--- src/rtl/alu_pkg.sv ---
// Shared opcodes and flag bit positions for the execute-stage ALU.
// Shift opcodes are only decoded when ALU_SHIFT_EN is defined.
package alu_pkg;

  typedef enum logic [3:0] {
    ALU_AND   = 4'b0000,
    ALU_OR    = 4'b0001,
    ALU_ADD   = 4'b0010,
    ALU_SUB   = 4'b0110,
    ALU_PASSB = 4'b0111,
    ALU_LSL   = 4'b1000,
    ALU_LSR   = 4'b1001,
    ALU_NOR   = 4'b1100
  } alu_op_e;

  localparam int FLAG_N = 3;
  localparam int FLAG_Z = 2;
  localparam int FLAG_C = 1;
  localparam int FLAG_V = 0;

endpackage

--- src/rtl/alu_addsub.sv ---
// Shared N-bit adder: i_sub inverts b and injects a carry-in,
// so one carry chain serves both ADD and SUB.
module alu_addsub #(
  parameter int N = 64
) (
  input  logic [N-1:0] i_a,
  input  logic [N-1:0] i_b,
  input  logic         i_sub,
  output logic [N-1:0] o_sum,
  output logic         o_cout,
  output logic         o_ovf
);

  logic [N-1:0] w_bx;
  logic [N:0]   w_full;

  assign w_bx   = i_sub ? ~i_b : i_b;
  assign w_full = {1'b0, i_a} + {1'b0, w_bx}
                + {{N{1'b0}}, i_sub};
  assign o_sum  = w_full[N-1:0];
  assign o_cout = w_full[N];

  // Signed overflow: operands agree in sign, sum disagrees.
  assign o_ovf = (i_a[N-1] == w_bx[N-1])
               & (o_sum[N-1] != i_a[N-1]);

endmodule

--- src/rtl/alu_unit.sv ---
// Execute-stage ALU: combinational result/zero plus NZCV flag register.
// Define ALU_SHIFT_EN to enable the LSL/LSR opcodes.
module alu_unit
  import alu_pkg::*;
#(
  parameter int N = 64
) (
  input  logic         clk,
  input  logic         reset,
  input  logic [N-1:0] a,
  input  logic [N-1:0] b,
  input  logic [3:0]   ALUControl,
  input  logic         set_flags,
  output logic [N-1:0] result,
  output logic         zero,
  output logic [3:0]   flags
);

`ifdef ALU_SHIFT_EN
  localparam int SW = $clog2(N);
`endif

  logic         w_op_and;
  logic         w_op_or;
  logic         w_op_add;
  logic         w_op_sub;
  logic         w_op_passb;
  logic         w_op_nor;
  logic         w_op_lsl;
  logic         w_op_lsr;
  logic [N-1:0] w_sum;
  logic         w_cout;
  logic         w_ovf;
  logic [N-1:0] w_res;
  logic [3:0]   w_nzcv;
  logic         w_arith;
  logic [3:0]   r_flags;

  assign w_op_and   = (ALUControl == ALU_AND);
  assign w_op_or    = (ALUControl == ALU_OR);
  assign w_op_add   = (ALUControl == ALU_ADD);
  assign w_op_sub   = (ALUControl == ALU_SUB);
  assign w_op_passb = (ALUControl == ALU_PASSB);
  assign w_op_nor   = (ALUControl == ALU_NOR);
`ifdef ALU_SHIFT_EN
  assign w_op_lsl   = (ALUControl == ALU_LSL);
  assign w_op_lsr   = (ALUControl == ALU_LSR);
`else
  assign w_op_lsl   = 1'b0;
  assign w_op_lsr   = 1'b0;
`endif

  alu_addsub #(
    .N (N)
  ) u_addsub (
    .i_a    (a),
    .i_b    (b),
    .i_sub  (w_op_sub),
    .o_sum  (w_sum),
    .o_cout (w_cout),
    .o_ovf  (w_ovf)
  );

  always_comb begin
    w_res = '0;
    unique case (1'b1)
      w_op_and:   w_res = a & b;
      w_op_or:    w_res = a | b;
      w_op_add:   w_res = w_sum;
      w_op_sub:   w_res = w_sum;
      w_op_passb: w_res = b;
      w_op_nor:   w_res = ~(a | b);
`ifdef ALU_SHIFT_EN
      w_op_lsl:   w_res = a << b[SW-1:0];
      w_op_lsr:   w_res = a >> b[SW-1:0];
`endif
      default:    w_res = '0;
    endcase
  end

  assign result  = w_res;
  assign zero    = ~|w_res;
  assign w_arith = w_op_add | w_op_sub;

  always_comb begin
    w_nzcv         = '0;
    w_nzcv[FLAG_N] = w_res[N-1];
    w_nzcv[FLAG_Z] = zero;
    w_nzcv[FLAG_C] = w_arith & w_cout;
    w_nzcv[FLAG_V] = w_arith & w_ovf;
  end

  always_ff @(posedge clk) begin
    if (reset) begin
      r_flags <= 4'b0000;
    end else if (set_flags) begin
      r_flags <= w_nzcv;
    end
  end

  assign flags = r_flags;

endmodule

--- config.mk ---
export PLATFORM = sky130hd
export DESIGN_NAME = alu_unit
export DESIGN_NICKNAME = d
export VERILOG_FILES = /design/src/rtl/alu_pkg.sv /design/src/rtl/alu_addsub.sv /design/src/rtl/alu_unit.sv
export SDC_FILE = /design/constraint.sdc
export NUM_CORES = 1
export LEC_CHECK = 0
export BUFFER_PORTS_ARGS = -buffer_cell sky130_fd_sc_hd__clkbuf_2
export CAP_MARGIN = 20
export CORE_UTILIZATION = 51
export DETAILED_ROUTE_END_ITERATION = 16
export PLACE_DENSITY = 0.91
export RECOVER_POWER = 50
export SLEW_MARGIN = 40
export SYNTH_ARGS = -nofsm -noshare
export SYNTH_HDL_FRONTEND = slang
export SYNTH_SLANG_ARGS = --single-unit
--- constraint.sdc ---
create_clock -name clk -period 12.44 [get_ports clk]
set_clock_uncertainty 0.2 [all_clocks]
set_input_delay 2.488 -clock clk [delete_from_list [all_inputs] [get_ports clk]]
set_output_delay 2.488 -clock clk [all_outputs]
set_load 0.02 [all_outputs]
### Word level (Yosys, flattened, before mapping)

Cells that the tools add are included.

* output and inout port bits: 69
* register bits after elaboration: 4
* word-level logic and storage cells: 24
* bits of input ports: 135

* equal/unequal tests: 7
* bitwise gates (word level): 8
* multiplexer cells: 2
* reductions and logical operators: 4
* add/sub/neg operators: 2

Operator list (count)
* $pmux W64 S5: 1
* $not A64 Y64: 2
* $add A64 B64 Y65: 1
* $add A65 B1 Y65: 1
* $and A64 B64 Y64: 1
* $mux W64: 1
* $or A64 B64 Y64: 1
* $reduce_or A64 Y1: 1
* $eq A4 B3 Y1 const B: 2
* $eq A4 B1 Y1 const B: 1
* $eq A4 B2 Y1 const B: 1
* $eq A4 B4 Y1 const B: 1
* $logic_not A4 Y1: 1
* $and A1 B1 Y1: 3
* $reduce_or A2 Y1: 1
* $eq A1 B1 Y1: 1
* $logic_not A1 Y1: 1
* $ne A1 B1 Y1: 1
* $or A1 B1 Y1: 1

### Depth between registers and ports, before layout

* depth after elaboration: 7
* depth in mapped cells: 26
* mapped depth without buffers: 17

### Hierarchy

A second synthesis with hierarchy kept.

* cells, all modules: 1117
* area total of the unflattened synthesis: 7482.2 um2

By module, submodules not included
* alu_addsub: area each 4523.1 um2, sequential area each 0.0 um2, instances 1, cells each 642
* alu_unit: area each 2959.1 um2, sequential area each 80.1 um2, instances 1, cells each 475

### Least setup slack after synthesis

No wires, ideal clock.

* path type: in2out
* start point: input port ALUControl[2]
* end point: output port zero
* arrival time: 10.130 ns
* data required time: 9.752 ns
* setup slack: -0.378 ns
* stages on the path: 25
* path buffers: 10
* cells stage by stage: clkbuf_1 -> clkbuf_1 -> clkbuf_1 -> clkbuf_1 -> buf_1 -> clkbuf_1 -> clkbuf_1 -> and2_1 -> clkbuf_1 -> clkbuf_1 -> mux2i_1 -> fa_1 -> nor2b_1 -> o211ai_1 -> a2111oi_0 -> or3_1 -> clkbuf_1 -> xnor2_1 -> o21ai_0 -> or3_1 -> or4_1 -> or4_1 -> nor4_1 -> nand4b_1 -> nor4_1

* cells in the longest elaborated chain, start to end: 7
* elaborated cells on any way between the ends: 13
* classes of those cells: add/sub: 2; eq/ne: 5; mux: 2; reduce/logical: 4

Ends and longest elaborated chain
* start, declared: line alu_unit.sv:12 `input logic [3:0] ALUControl,`
* $eq A4 B3 Y1: line alu_unit.sv:42 `assign w_op_sub = (ALUControl == ALU_SUB);`
* $mux W64: line alu_addsub.sv:17 `assign w_bx = i_sub ? ~i_b : i_b;`
* $add A64 B64 Y65: line alu_addsub.sv:18 `assign w_full = {1'b0, i_a} + {1'b0, w_bx}`
* $add A65 B1 Y65: line alu_addsub.sv:19 `+ {{N{1'b0}}, i_sub};`
* $pmux W64 S5 (*): line alu_unit.sv:66 `unique case (1'b1)`
* net result[14]: line alu_unit.sv:14 `output logic [N-1:0] result,`
* $reduce_or A64 Y1 (*): line alu_unit.sv:82 `assign zero = ~|w_res;`
* $logic_not A1 Y1 (*): line alu_unit.sv:82
* end, declared: line alu_unit.sv:15 `output logic zero,`

The timed path passes the listed nets; every way through them passes the cells marked *.

### Worst setup path after layout

* start point: input port ALUControl[3]
* end point: output port zero

* cells in the longest elaborated chain, start to end: 7
* elaborated cells on any way between the ends: 13
* classes of those cells: add/sub: 2; eq/ne: 5; mux: 2; reduce/logical: 4

Ends and longest elaborated chain (line)
* $eq A4 B3 Y1: alu_unit.sv:42
* $mux W64: alu_addsub.sv:17
* $add A64 B64 Y65: alu_addsub.sv:18
* $add A65 B1 Y65: alu_addsub.sv:19
* $pmux W64 S5 (*): alu_unit.sv:66
* $reduce_or A64 Y1 (*): alu_unit.sv:82
* $logic_not A1 Y1 (*): alu_unit.sv:82

Every way passes the cells marked *; elsewhere a longest branch is shown, timed or not.

==> impl_metrics.ini <==
[outcome]
status = finished clean

[synth]
synth_warnings = 0
synthArstFlopShare = 0
synthFlopType = dfxtp_1
synth_fp_nets = 1449
yosys.area_share.adder = 0.1913
muxShareOfSynthArea = 0.01111
syn_area_sq_um = 8109
synth_xor_area_frac = 0.1112
syn_avg_cell_area_sq_um = 6.555
ys_seq_area_frac = 0.009875
synth_top_family_by_area = compound AO/OA/AOI/OAI gates
synth_enable_flop_cells = 0
syn-instance-count = 1237
synthSimpleGateAreaFrac = 0.2510
ys_types = 70
synth-compound-area-share = 0.3709
synth-seq-cells = 4

[clock_tree]
clk_latency_ns = 0.23
path_clk_slew_ns = 0.03
cts_made_buffers = 3
cts_tree = done
h-tree-depth = 1
root_buffer = clkbuf_16
cts_resized = 0
clock-sinks = 4
postCtsSetupBuffers = 0
hold_buffers = 0
cts_max_path_buffers = 2

[floorplanning]
ios = 204
die_w_microns = 128.1
die-height_microns = 128.1
rows = 45
fp.coreArea_sq_um = 15370
die_area_sq_um = 16410
initial_utilization = 0.5276

[power_and_ir_drop]
power_density_nw_per_um2 = 62.11
comb_power_share = 0.884
internal_power_uw = 232.1
swShare = 0.5918
ir_worst_vdd_uv = 33.28
leakage_uw = 0.003859
power_frac_seq = 0.023
p_switching_uw = 336.6
clkPwrFrac = 0.092

[routing]
drc_errors = 0
top_layer_used = met4
wirelength_mm = 31.71
wire_per_inst_microns = 20.17
dr_wl_met3_mm = 2.829
drtPass1Iterations = 6
antenna_left = 0
route.vias.total = 10760
drt_iter0_drc = 1051
wl_met2_mm = 14.45
vias_per_cell = 6.842
met1_length_mm = 12.77

[worst_setup_path]
required_ns = 9.75
critical_path_cell_count = 19
path_buf_inv = 3
cp.arrival_ns = 8.76
critPathMaxFanout = 40
reg2regPathDepth = 2
crit_family = simple AND/OR/NAND/NOR gates
endpoint_kind = output pin
cpMaxStageDelayCell = a2111oi_0
cp-start-kind = input pin
path_cells = clkbuf_1 > nor3b_1 > and2_4 > xor2_1 > inv_1 > fa_1 > nor2b_1 > o211ai_1 > a2111oi_0 > or3_1 > xnor2_1 > o21ai_0 > or3_1 > or4_1 > or4_1 > nor4_1 > nand4b_1 > nor4_2 > clkbuf_2
cpPeakStageDelay_ns = 0.79
crit_type = input pin to output pin

[global_routing]
antenna_found_initial = 0
grt_start_max_net_pins = 75
grt_overflow = 0
grt_pass1_wl_mm = 49.54
grt_usage = 0.3720
grt_pass1_vias = 9726

[cells_and_area]
drive_gt1_frac = 0.1462
n_fill_cell = 1468
mostFrequentLayoutCell = clkbuf_2
largest_reg_flops = 4
antennaDiodeCount = 0
final_cell_mix = 173 x clkbuf_2, 155 x nand2_1, 94 x a21oi_1
syn2layout_area_growth_pct = 12.91
final_cell_area_sq_um = 9156
fin_nets = 1575

[timing]
max_freq_mhz = 87.34
rsz0062_at_grt = no
slew_headroom = 0.4043
slew_violations = 0
timing.final.crit_share = 0.9204
finalSetupViolations = 0
worst_pin_slew_ns = 0.8895
hold_viol_final = 0
post-route-min-period_ns = 11.45
setup_tns_ns = 0

[placed_design]
port_buffers = 203
place_area_sq_um = 9128
dpl.hpwl_mm = 24.87
gp_congestion = 1.034

[min_path]
hold_class = flop to flop
min_path_cells = 2

[run]
cap_viol_max_count = 0
[worst min-delay path: stages (launching register included)]
cell and delay [ns]:
dfxtp_1 0.30, nand2b_1 0.06, a21oi_1 0.06
[through the flow]
stage | util | hold WS (ns) | total power (uW) | setup slack (ns) | std cells
after CTS | 0.5987 | 0.2787 | 556.8 | 1.193 | 1572
after global placement | 0.5938 | 0.2640 | 495.9 | 1.407 | 1569
after global routing | 0.5957 | 0.2991 | 608.2 | 0.6443 | 1572
final | 0.5957 | 0.2813 | 568.7 | 0.9902 | 1572
after floorplan | - | 0.3364 | 348.6 | 0.009761 | 1237
after detailed placement | 0.5938 | 0.2741 | 501.6 | 1.231 | 1569
[synth_stat cells, types with 5 or more instances]
cell type  instances  share of area
o21ai_0           86          0.053
a31oi_1           11         0.0085
ha_1              76           0.12
a22oi_1           46          0.043
a22o_1             8         0.0086
nor4_1            11         0.0085
nand4_1           45          0.035
xor2_1            84          0.091
inv_1             22          0.010
o21bai_1           7         0.0065
nand4b_1           5         0.0054
buf_1             13         0.0060
o21a_1            17          0.016
a211o_1            6         0.0065
clkbuf_1          75          0.035
o31ai_1           68          0.063
nand3_1           31          0.019
xnor2_1           19          0.021
maj3_1            58          0.072
or3_1             12         0.0093
a21oi_1           94          0.058
or4_1             11          0.010
mux2i_1            9          0.011
nor2_1            81          0.037
o211ai_1           9         0.0083
nor3_1            28          0.017
a21o_1            30          0.028
nand2_1          156          0.072
a21boi_0           8         0.0074
a221oi_1          11          0.012
nand2b_1          10         0.0077
a211oi_1           6         0.0056
and3_1             6         0.0046
[per-layer routing]
metal | GRT usage | vias to the layer above
met4 | 0.1862 | 0
met1 | 0.4690 | 4983
li1 | - | 4985
met5 | 0 | -
met3 | 0.04424 | 131
met2 | 0.6237 | 656
[power by group through the flow]
stage	Sequential (uW)	Clock (uW)	Combinational [uW]
after floorplan	13.8	0	335
after global placement	13.5	0	482
after detailed placement	13.5	0	488
after CTS	13.3	52.2	491
after global routing	13.3	53.5	541
final	13.3	52.5	503
[cells by family (layout without fill, tap and decap cells)]
logic type,count (synthesis),in the layout
and+or+nand+nor,423,423
adders and majority gates,135,135
buffers and inverters,114,238
DFF,4,4
AOI/OAI and AO/OA,449,449
xor gates and xnor gates,103,103
muxes,9,9
[final timing paths]
check                         from               endpoint  slack, ns
min          flags[0]$_SDFFE_PP0P_  flags[0]$_SDFFE_PP0P_       0.28
min reg2reg  flags[0]$_SDFFE_PP0P_  flags[0]$_SDFFE_PP0P_       0.28
max                  ALUControl[3]                   zero       0.99
max reg2reg  flags[2]$_SDFFE_PP0P_  flags[2]$_SDFFE_PP0P_      11.28
[layout make-up]
cell class	instances	area [sq um]	share of cell area
Clock buffer	3	75.07	0.008199
Inverter	22	82.58	0.009019
Tap cell	211	264.0	0.02883
Timing Repair Buffer	213	1057	0.1155
Sequential cell	4	80.08	0.008746
Multi-Input combinational cell	1119	7597	0.8297
No activity file was read; power rests on OpenSTA's default activity.
